===== config.mk =====
export PLATFORM = sky130hd
export DESIGN_NAME = data_memory_store_queue
export DESIGN_NICKNAME = d
export VERILOG_FILES = /design/src/rtl/store_queue_pkg.sv /design/src/rtl/store_lane_align.sv /design/src/rtl/data_memory_store_queue.sv
export SDC_FILE = /design/constraint.sdc
export NUM_CORES = 1
export LEC_CHECK = 0
export CAP_MARGIN = 20
export CORE_ASPECT_RATIO = 1.25
export CORE_UTILIZATION = 55
export CTS_BUF_LIST = sky130_fd_sc_hd__clkbuf_4 sky130_fd_sc_hd__clkbuf_8
export DETAILED_ROUTE_END_ITERATION = 6
export GPL_ROUTABILITY_DRIVEN = 0
export HOLD_SLACK_MARGIN = 0.03
export PLACE_DENSITY = 0.83
export RECOVER_POWER = 50
export SETUP_SLACK_MARGIN = 0.4
export SYNTH_ARGS = -nofsm -noshare
export SYNTH_HDL_FRONTEND = slang
export SYNTH_HIERARCHICAL = 1
export SYNTH_SLANG_ARGS = --single-unit
export TNS_END_PERCENT = 10

===== constraint.sdc =====
create_clock -name clk -period 5.05 [get_ports clk]
set_input_delay 1.01 -clock clk [delete_from_list [all_inputs] [get_ports clk]]
set_output_delay 1.01 -clock clk [all_outputs]
set_load 0.03 [all_outputs]

===== src/rtl/store_queue_pkg.sv =====
// Shared types and helpers for the data-memory store queue and its lane aligner.
package store_queue_pkg;

    typedef enum logic [1:0] {
        SZ_BYTE  = 2'd0,
        SZ_HALF  = 2'd1,
        SZ_WORD  = 2'd2,
        SZ_DWORD = 2'd3
    } store_size_e;

    typedef enum logic [1:0] {
        ST_IDLE  = 2'd0,
        ST_BEAT0 = 2'd1,
        ST_BEAT1 = 2'd2
    } drain_state_e;

    // Widest supported configuration. The queue keeps an XLEN-sized copy of this layout.
    localparam int SQ_XLEN = 64;
    localparam int SQ_NB   = SQ_XLEN / 8;

    typedef struct packed {
        logic [SQ_XLEN-1:0] addr;
        logic [SQ_XLEN-1:0] data_lo;
        logic [SQ_XLEN-1:0] data_hi;
        logic [SQ_NB-1:0]   be_lo;
        logic [SQ_NB-1:0]   be_hi;
        logic               hi_needed;
    } sq_entry_t;

    // Number of bytes written by a store of the given size.
    function automatic int size_bytes(store_size_e size);
        return 1 << size;
    endfunction

endpackage


===== src/rtl/store_lane_align.sv =====
// Combinational lane aligner: places a right-justified value and its byte
// enables across two memory lanes and flags stores the queue cannot issue.
module store_lane_align
    import store_queue_pkg::*;
#(
    parameter int XLEN             = 32,
    parameter int ALLOW_MISALIGNED = 1
) (
    input  logic [XLEN-1:0]   addr,
    input  logic [XLEN-1:0]   data,
    input  logic [1:0]        size,
    output logic [XLEN-1:0]   line_addr,
    output logic [XLEN-1:0]   data_lo,
    output logic [XLEN-1:0]   data_hi,
    output logic [XLEN/8-1:0] be_lo,
    output logic [XLEN/8-1:0] be_hi,
    output logic              fault
);
    localparam int NB = XLEN / 8;
    localparam int OW = $clog2(NB);

    logic [OW-1:0]     off;
    int                off_i;
    int                nbytes;
    logic [2*NB-1:0]   mask;
    logic [2*NB-1:0]   be2;
    logic [2*XLEN-1:0] data2;

    // Shift data and enables by the byte offset, then zero lanes that are not written.
    always_comb begin
        off       = addr[OW-1:0];
        off_i     = int'(off);
        line_addr = addr & ~XLEN'(NB - 1);
        nbytes    = size_bytes(store_size_e'(size));
        for (int i = 0; i < 2 * NB; i++) begin
            mask[i] = (i < nbytes);
        end
        be2   = mask << off;
        data2 = {{XLEN{1'b0}}, data} << {off, 3'b000};
        for (int i = 0; i < 2 * NB; i++) begin
            if (!be2[i]) begin
                data2[8*i +: 8] = 8'h00;
            end
        end
        data_lo = data2[XLEN-1:0];
        data_hi = data2[2*XLEN-1:XLEN];
        be_lo   = be2[NB-1:0];
        be_hi   = be2[2*NB-1:NB];
        fault   = ((XLEN == 32) && (size == 2'd3)) ||
                  ((ALLOW_MISALIGNED == 0) && ((off_i & (nbytes - 1)) != 0));
    end

endmodule


===== src/rtl/data_memory_store_queue.sv =====
// Store queue: aligns pipeline stores, buffers them in a FIFO and drains one
// beat at a time to data memory; split stores issue a second beat.
// Handshakes: a store transfers on an edge where st_valid && st_ready; a beat
// transfers on an edge where mem_req && mem_ack, and the beat stays stable until then.
module data_memory_store_queue
    import store_queue_pkg::*;
#(
    parameter int XLEN             = 32,
    parameter int DEPTH            = 4,
    parameter int ALLOW_MISALIGNED = 1
) (
    input  logic                   clk,
    input  logic                   reset,
    input  logic                   st_valid,
    output logic                   st_ready,
    input  logic [XLEN-1:0]        st_addr,
    input  logic [XLEN-1:0]        st_data,
    input  logic [1:0]             st_size,
    output logic                   mem_req,
    input  logic                   mem_ack,
    output logic [XLEN-1:0]        mem_addr,
    output logic [XLEN-1:0]        mem_wdata,
    output logic [XLEN/8-1:0]      mem_be,
    input  logic                   ld_check_valid,
    input  logic [XLEN-1:0]        ld_check_addr,
    output logic                   ld_hazard,
    output logic                   misaligned_fault,
    output logic [$clog2(DEPTH):0] count,
    output logic [1:0]             dbg_state
);
    localparam int NB = XLEN / 8;
    localparam int PW = $clog2(DEPTH);
    localparam int CW = PW + 1;

    typedef struct packed {
        logic [XLEN-1:0] addr;
        logic [XLEN-1:0] data_lo;
        logic [XLEN-1:0] data_hi;
        logic [NB-1:0]   be_lo;
        logic [NB-1:0]   be_hi;
        logic            hi_needed;
    } entry_t;

    entry_t           mem_q [DEPTH];
    logic [DEPTH-1:0] valid_q;
    logic [PW-1:0]    wr_ptr;
    logic [PW-1:0]    rd_ptr;
    drain_state_e     state;
    entry_t           new_entry;
    entry_t           head;
    logic             fault;
    logic             push;
    logic             pop;
    logic [CW-1:0]    count_next;
    logic [XLEN-1:0]  ld_line;

    store_lane_align #(
        .XLEN             (XLEN),
        .ALLOW_MISALIGNED (ALLOW_MISALIGNED)
    ) u_align (
        .addr      (st_addr),
        .data      (st_data),
        .size      (st_size),
        .line_addr (new_entry.addr),
        .data_lo   (new_entry.data_lo),
        .data_hi   (new_entry.data_hi),
        .be_lo     (new_entry.be_lo),
        .be_hi     (new_entry.be_hi),
        .fault     (fault)
    );

    assign new_entry.hi_needed = |new_entry.be_hi;
    assign head       = mem_q[rd_ptr];
    assign st_ready   = (count < CW'(DEPTH));
    assign push       = st_valid && st_ready && !fault;
    assign pop        = mem_ack && (((state == ST_BEAT0) && !head.hi_needed) || (state == ST_BEAT1));
    assign count_next = count + CW'(push) - CW'(pop);
    assign dbg_state  = state;
    assign ld_line    = ld_check_addr & ~XLEN'(NB - 1);

    // Entry storage; contents need no reset because valid_q qualifies them.
    always_ff @(posedge clk) begin
        if (push) begin
            mem_q[wr_ptr] <= new_entry;
        end
    end

    // Pointers, occupancy, valid bits and the one-cycle fault pulse.
    always_ff @(posedge clk or posedge reset) begin
        if (reset) begin
            wr_ptr           <= '0;
            rd_ptr           <= '0;
            count            <= '0;
            valid_q          <= '0;
            misaligned_fault <= 1'b0;
        end else begin
            misaligned_fault <= st_valid && st_ready && fault;
            if (push) begin
                valid_q[wr_ptr] <= 1'b1;
                wr_ptr          <= wr_ptr + PW'(1);
            end
            if (pop) begin
                valid_q[rd_ptr] <= 1'b0;
                rd_ptr          <= rd_ptr + PW'(1);
            end
            count <= count_next;
        end
    end

    // Drain FSM: start on a non-empty queue (or a store arriving), one beat per ack.
    always_ff @(posedge clk or posedge reset) begin
        if (reset) begin
            state <= ST_IDLE;
        end else begin
            case (state)
                ST_IDLE: begin
                    if ((count != '0) || push) begin
                        state <= ST_BEAT0;
                    end
                end
                ST_BEAT0: begin
                    if (mem_ack) begin
                        if (head.hi_needed) begin
                            state <= ST_BEAT1;
                        end else begin
                            state <= (count_next != '0) ? ST_BEAT0 : ST_IDLE;
                        end
                    end
                end
                ST_BEAT1: begin
                    if (mem_ack) begin
                        state <= (count_next != '0) ? ST_BEAT0 : ST_IDLE;
                    end
                end
                default: state <= ST_IDLE;
            endcase
        end
    end

    // Beat outputs come from the head entry, which cannot change until its final ack.
    always_comb begin
        mem_req   = (state != ST_IDLE);
        mem_addr  = '0;
        mem_wdata = '0;
        mem_be    = '0;
        if (state == ST_BEAT0) begin
            mem_addr  = head.addr;
            mem_wdata = head.data_lo;
            mem_be    = head.be_lo;
        end else if (state == ST_BEAT1) begin
            mem_addr  = head.addr + XLEN'(NB);
            mem_wdata = head.data_hi;
            mem_be    = head.be_hi;
        end
    end

    // Load hazard: the load's aligned address matches any pending beat address.
    always_comb begin
        ld_hazard = 1'b0;
        for (int i = 0; i < DEPTH; i++) begin
            if (valid_q[i] && ((mem_q[i].addr == ld_line) ||
                               (mem_q[i].hi_needed && ((mem_q[i].addr + XLEN'(NB)) == ld_line)))) begin
                ld_hazard = 1'b1;
            end
        end
        ld_hazard = ld_hazard && ld_check_valid;
    end

endmodule


==> impl_metrics.toml, run 1 <==
[detailed_routing]
ant_nets = 0
totalWireLength_mm = 65.1
wire_per_inst_um = 25.8
drtPass1Iterations = 6
drt_iter0_drc = 1965
num_vias = 16600
drt-met1-wl_mm = 21.4
routed.top_layer = "met5"
wl_met3_mm = 6.67
dr_wl_met2_mm = 33.0
drc = 0
vias_per_cell = 6.59

[critical_path]
path_class = "reg -> out"
critical_path.max_fanout = 8
start_kind = "register"
crit_arrival_ps = 3750
worstPathRequired_ps = 4040
crit_path_end_kind = "output port"

[yosys]
synthSimpleGateAreaFrac_pct = 12.3
ys_warn_count = 6
synth_compound_area_share_pct = 6.68
yosysUniqueCellTypes = 93
syn_inst = 1696
ys_seq_elements = 434
synth_top_family_by_area = "multiplexers"
yosysSeqAreaShare_pct = 56.1
synth_edf_count = 420
synth_fa_ha_area_share_pct = 0.899
synth_area_per_cell_um2 = 13.6
synth-xor-area-share_pct = 7.46
async_flop_share_pct = 3.23
syn-cell-area_um2 = 23100
post_synth_mux_area_share_pct = 12.6
ys.flop_type = "edfxtp_1"

[die]
rows = 83
die_w_um = 185
die_h_um = 231
initial_core_util_pct = 56.1
dieArea_um2 = 42900
io_pins = 180
core_area_um2 = 41200

[status]
violations = "capacitance limit, slew limit"
status = "complete, but fails checks"

[power]
power.density_nw_per_um2 = 476
p_leak_nw = 9.34
peakVddDrop_uv = 435

[timing]
slew_headroom_pct = -50.0
worstMarginPinSlew_ps = 2250
timing.fmax_ghz = 0.210
hold_viol = 0
final-setup-viol-count = 0
slew_viol_final = 102
post-route-period-util_pct = 94.3
finClkSkew_ps = 25.6
layout_min_cycle_time_ps = 4760
finalSetupTns_ps = 0
rsz0062_at_grt = "yes"

[hold_path]
worstHoldPathType = "reg -> reg"

[finish]
drive_gt1_share_pct = 20.8
final_nets = 2035
instances_no_fill = 2520
area_delta_synth_final_pct = 18.0
fillers = 2762

[clock_network]
insertion_delay_ps = 620
clkTransAtPathRegs_ps = 60
cts_buffer_depth = 3
cts.sinks = 434
cts-root-buf = "clkbuf_8"
numCtsBuffers = 60
ctsHtreeMaxLevel = 2
cts_tree = "done"

[global_routing]
grt_max_degree = 64
antenna_found_initial = 10
grt_pass1_vias = 16000
grt_use_total_pct = 29.7
grt-ovfl-total = 0
grt_pass1_wl_mm = 93.8

[placed_design]
portBuffers = 177
dp_hpwl_mm = 45.3
dp_cells = 2345

[job]
drv_cap = 3
-- synth_stat cells, types with 5 or more instances --
cell type	n	area share [%]
dfrtp_1	14	1.5
and3_1	28	0.76
buf_6	5	0.24
clkbuf_1	52	0.84
nor3_1	35	0.76
nor2b_1	12	0.32
a22oi_1	10	0.32
nor4_1	31	0.84
o2111ai_1	7	0.27
nand3_1	55	1.2
ha_1	15	0.81
a211oi_1	7	0.23
or3_1	10	0.27
o21ai_0	33	0.71
edfxtp_1	420	55
and2_1	19	0.51
nor3b_1	10	0.32
o22ai_1	9	0.24
nand4_1	54	1.5
xor2_1	94	3.6
nand2b_1	9	0.24
inv_1	33	0.54
a22o_1	40	1.5
buf_1	5	0.081
or4_1	7	0.23
nor2_1	86	1.4
o21ai_1	12	0.26
nand3b_1	9	0.29
o31ai_1	7	0.23
or2_2	5	0.14
nand2_1	97	1.6
xnor2_1	103	3.9
a31oi_1	11	0.30
mux2i_1	28	1.2
a21oi_1	28	0.61
mux2_2	15	0.73
and4_1	16	0.61
buf_2	19	0.41
buf_4	48	1.6
mux2_4	5	0.32
mux4_2	103	10
-- per-layer routing --
layer | up-vias | track usage (%)
met3 | 294 | 5.47
met2 | 1197 | 51.5
met5 | - | 0
met1 | 8077 | 34.9
li1 | 7024 | -
met4 | 4 | 15.9
-- layout make-up --
| cell class | count | area [um2] | area share, % |
|---|---|---|---|
| diodes | 5 | 12.5 | 0.0459 |
| clock buffers | 76 | 952 | 3.49 |
| clock inverters | 33 | 216 | 0.793 |
| inverters | 34 | 128 | 0.468 |
| multi-input cells | 1105 | 9640 | 35.3 |
| flip-flops and latches | 434 | 13000 | 47.5 |
| well taps | 552 | 691 | 2.53 |
| repair buffers | 281 | 2670 | 9.79 |
-- worst max-delay path, stage by stage, from the launching register on --
cell	delay [ps]
dfrtp_4	420
buf_4	200
buf_4	140
mux4_2	570
and4_1	240
and2_1	200
nand2_2	190
nor2_1	80
xnor2_1	120
o22ai_1	240
clkdlybuf4s50_1	740
-- state kept, by name, indices dropped and copies added (netlist names) --
register	count
valid_q	4
dbg_state	2
misaligned_fault	1
wr_ptr	2
mem_q	420
rd_ptr	2
count	3
-- worst paths after layout --
check                           startpoint      endpoint  slack [ps]  cells after the start
worst max-delay path             rd_ptr[0]  mem_addr[21]         290                     10
worst min-delay path            valid_q[3]    valid_q[3]         570                      1
worst max register to register   rd_ptr[1]  dbg_state[0]         810                     15
worst min register to register  valid_q[3]    valid_q[3]         570                      1
max in group asynchronous            reset     rd_ptr[1]        3740                      2
min in group asynchronous            reset      count[2]         870                      2
-- placed cells by master, fill, tap and decap left out, types with 29 or more instances in the layout --
cell type and count:
nor2_1 86, edfxtp_1 420, nand2_1 95, o21ai_0 33, mux4_2 104, a21oi_1 29
dlygate4sd3_1 36, xnor2_1 95, nor3_1 31, nand4_1 54, a22o_1 40, clkdlybuf4s50_1 111
buf_4 92, xor2_1 87, nand3_1 50, inv_1 33, clkbuf_8 61
-- power breakdown --
group | internal (W) | switching [W] | leakage [nW] | total (W)
clock | 0.00135 | 0.00128 | 0.640 | 0.00263
sequential | 0.00443 | 0.000290 | 4.01 | 0.00472
combinational | 0.00235 | 0.00328 | 4.69 | 0.00563
total | 0.00813 | 0.00485 | 9.34 | 0.0130
-- kinds of logic (layout without fill, tap and decap cells) --
family / count (synthesis) / in the layout
fa+ha+maj: 16 / 16
buf+inv: 166 / 424
simple gates: 513 / 513
xor+xnor: 197 / 197
other cells: 1 / 15
mux: 156 / 156
flops: 434 / 434
compound gates: 213 / 213
-- what timing repair did --
| action | CTS | global route |
|---|---|---|
| pin swaps | 1 | 26 |
| gates resized for setup | 19 | 89 |
| hold buffers | 0 | 0 |
| endpoints found under the hold margin | 0 | 0 |
| setup buffers | 0 | 60 |
| setup endpoints to repair | 49 | 60 |
-- metrics by stage --
step / util, % / hold WS, ps / setup WS, ps / cell area, um2 / power (W)
final: 66.2 / 565 / 289 / 27300 / 0.0130
after global routing: 66.1 / 589 / 146 / 27300 / 0.0135
after CTS: 64.1 / 564 / 91.7 / 26400 / 0.0129
after detailed placement: 61.2 / 544 / 364 / 25200 / 0.0103
after global placement: 61.2 / 536 / 351 / 25200 / 0.0102
after floorplan: - / 497 / 178 / 23100 / 0.00837
Power figures use the tool's default switching activity.
==> run 2, diff against run 1 <==
- HOLD_SLACK_MARGIN: 0.03 -> 0.06
==> results of run 2 <==
The final DEF is identical to that of run 1; final timing and power are the same.
==> run 3, diff against run 2 <==
- PLACE_DENSITY: 0.83 -> 0.86
- clock period: 5.05 -> 4.2 ns (I/O delays scaled with it)
==> impl_metrics.toml, run 3 (synthesis results as in run 1) <==
[status]
violations = "DRC, capacitance limit, slew limit, setup timing"
status = "complete, but fails checks"

[global_routing]
grt_pass1_wl_mm = 103
grt_use_total_pct = 33.0
met1_usage_pct = 36.6
grt_pass1_vias = 17200
grt-ovfl-total = 0
grtUsageMet3_pct = 11.0
grt_max_degree = 64
gr-max-usage-layer = "met2"
use_met2_pct = 54.9
antenna_found_initial = 11

[finish]
fillers = 2663
drive_gt1_share_pct = 26.3
final_nets = 2108
register_area_um2 = 13000
multi_input_area_um2 = 9710
largest-register = "mem_q"
final_common_cell = "edfxtp_1"
reg_top3 = "mem_q x420, valid_q x4, count x3"
instances_no_fill = 2592
layout_common_cells = "edfxtp_1 (420), buf_4 (141), mux4_2 (104), xnor2_1 (97)"
area_delta_synth_final_pct = 22.2
largest_reg_flops = 420

[critical_path]
worstPathRequired_ps = 3360
slowest_delay_ps = 560
rrSetupSlack_ps = 40
start_kind = "register"
rr_endpoint = "dbg_state[0]"
reg2reg_depth = 14
path_class = "reg -> out"
regToRegStartpoint = "rd_ptr[0]"
crit_arrival_ps = 3770
crit_top_cell = "nor4_1"
critPathCapture = "ld_hazard"
crit_start = "mem_q[3][76]"
critical_path.max_fanout = 9
crit_path_end_kind = "output port"
crit_slowest_cell = "a2111oi_1"
crit_chain = "ha_1, nand3_4, or2_2, a2111oi_1, nor4_1, nor4_1, nand4b_1, a41oi_2, buf_12"

[detailed_routing]
drt_iter0_drc = 2149
drtPass1Iterations = 7
totalWireLength_mm = 71.0
num_vias = 17400
wire_per_inst_um = 27.4
ant_nets = 0
drc = 1
vias_per_cell = 6.72

[job]
drv_cap = 2

[placed_design]
portBuffers = 177
dp_cells = 2400
dp_hpwl_mm = 45.9
place_ws_ps = -125

[clock_network]
ctsHtreeMaxLevel = 3
cts.sinks = 434
cts_tree = "done"
cts-root-buf = "clkbuf_8"
cts_hold_buf = 0
clkTransAtPathRegs_ps = 70
numCtsBuffers = 66
insertion_delay_ps = 630
cts_buffer_depth = 3

[hold_path]
worstHoldPathType = "reg -> reg"
hp-start = "count[0]"

[die]
initial_core_util_pct = 56.1
rows = 83
die_w_um = 185
core_area_um2 = 41200
dieArea_um2 = 42900
die_h_um = 231
io_pins = 180

[timing]
worstMarginPinSlew_ps = 2140
hold_viol = 0
timing.fmax_ghz = 0.217
finClkSkew_ps = 39.9
rsz0062_at_grt = "yes"
layout_min_cycle_time_ps = 4610
slew_headroom_pct = -42.4
post-route-period-util_pct = 110
slew_viol_final = 67
finalSetupTns_ps = -508
worst_slack_ps = -413
final-setup-viol-count = 5

[power]
p_leak_nw = 9.78
peakVddDrop_uv = 507
power.density_nw_per_um2 = 594
-- run 3: cell count changes in the layout (fill, tap and decap cells not counted), sizes merged, moves of 7 or more --
cell | before | now
buf | 104 | 186
clkdlybuf4s50 | 111 | 71
clkdlybuf4s15 | 2 | 24
clkbuf | 80 | 98
dlymetal6s2s | 18 | 0
dlygate4sd2 | 6 | 13
-- run 3: layout make-up --
cell class	instances	area share (%)
diodes	3	0.0266
clock buffers	85	3.72
clock inverters	31	0.735
inverters	34	0.461
multi-input cells	1106	34.4
flip-flops and latches	434	45.9
well taps	552	2.45
repair buffers	347	12.3
-- run 3: stage by stage --
stage | power [W] | cell area [um2] | utilization, % | hold slack (ps)
after global placement | 0.0126 | 25900 | 62.8 | 536
after global routing | 0.0174 | 28200 | 68.5 | 580
after detailed placement | 0.0128 | 25900 | 62.8 | 537
after CTS | 0.0165 | 28000 | 67.8 | 567
final | 0.0168 | 28200 | 68.5 | 568
after floorplan | 0.0101 | 23100 | - | 497
-- run 3: worst min-delay path by stage --
stage                       endpoint  slack, ps  cells past startpoint
final                       count[0]        570                      1
after global routing      valid_q[3]        580                      1
after CTS                   count[1]        570                      2
after detailed placement  valid_q[1]        540                      1
after global placement    valid_q[3]        540                      1
after floorplan           valid_q[1]        500                      1
-- run 3: where the power goes --
group	internal (W)	switching, W
logic	0.00341	0.00439
registers	0.00532	0.000333
clock network	0.00172	0.00159
-- run 3: metal layers --
metal  up-vias  share of wire, %  wire [um]
li1       7192                 -          -
met1      8539                32      22600
met2      1319                49      35000
met3       365                12       8520
met4         8               6.9       4910
met5         -             0.068         48
-- run 3: worst max-delay path: cells and delay by family, from the launching register on --
family                     cells  cell delay, ps
adders and majority gates      1             300
and+or+nand+nor                5            1340
buffers and inverters          1             150
AOI/OAI and AO/OA              2             840
DFF                            1             510
-- run 3: repair_timing --
action	CTS	global route
pin swaps	31	34
cloned	6	0
endpoints found under the setup margin	69	58
resized for setup	178	63
setup buffers	45	22
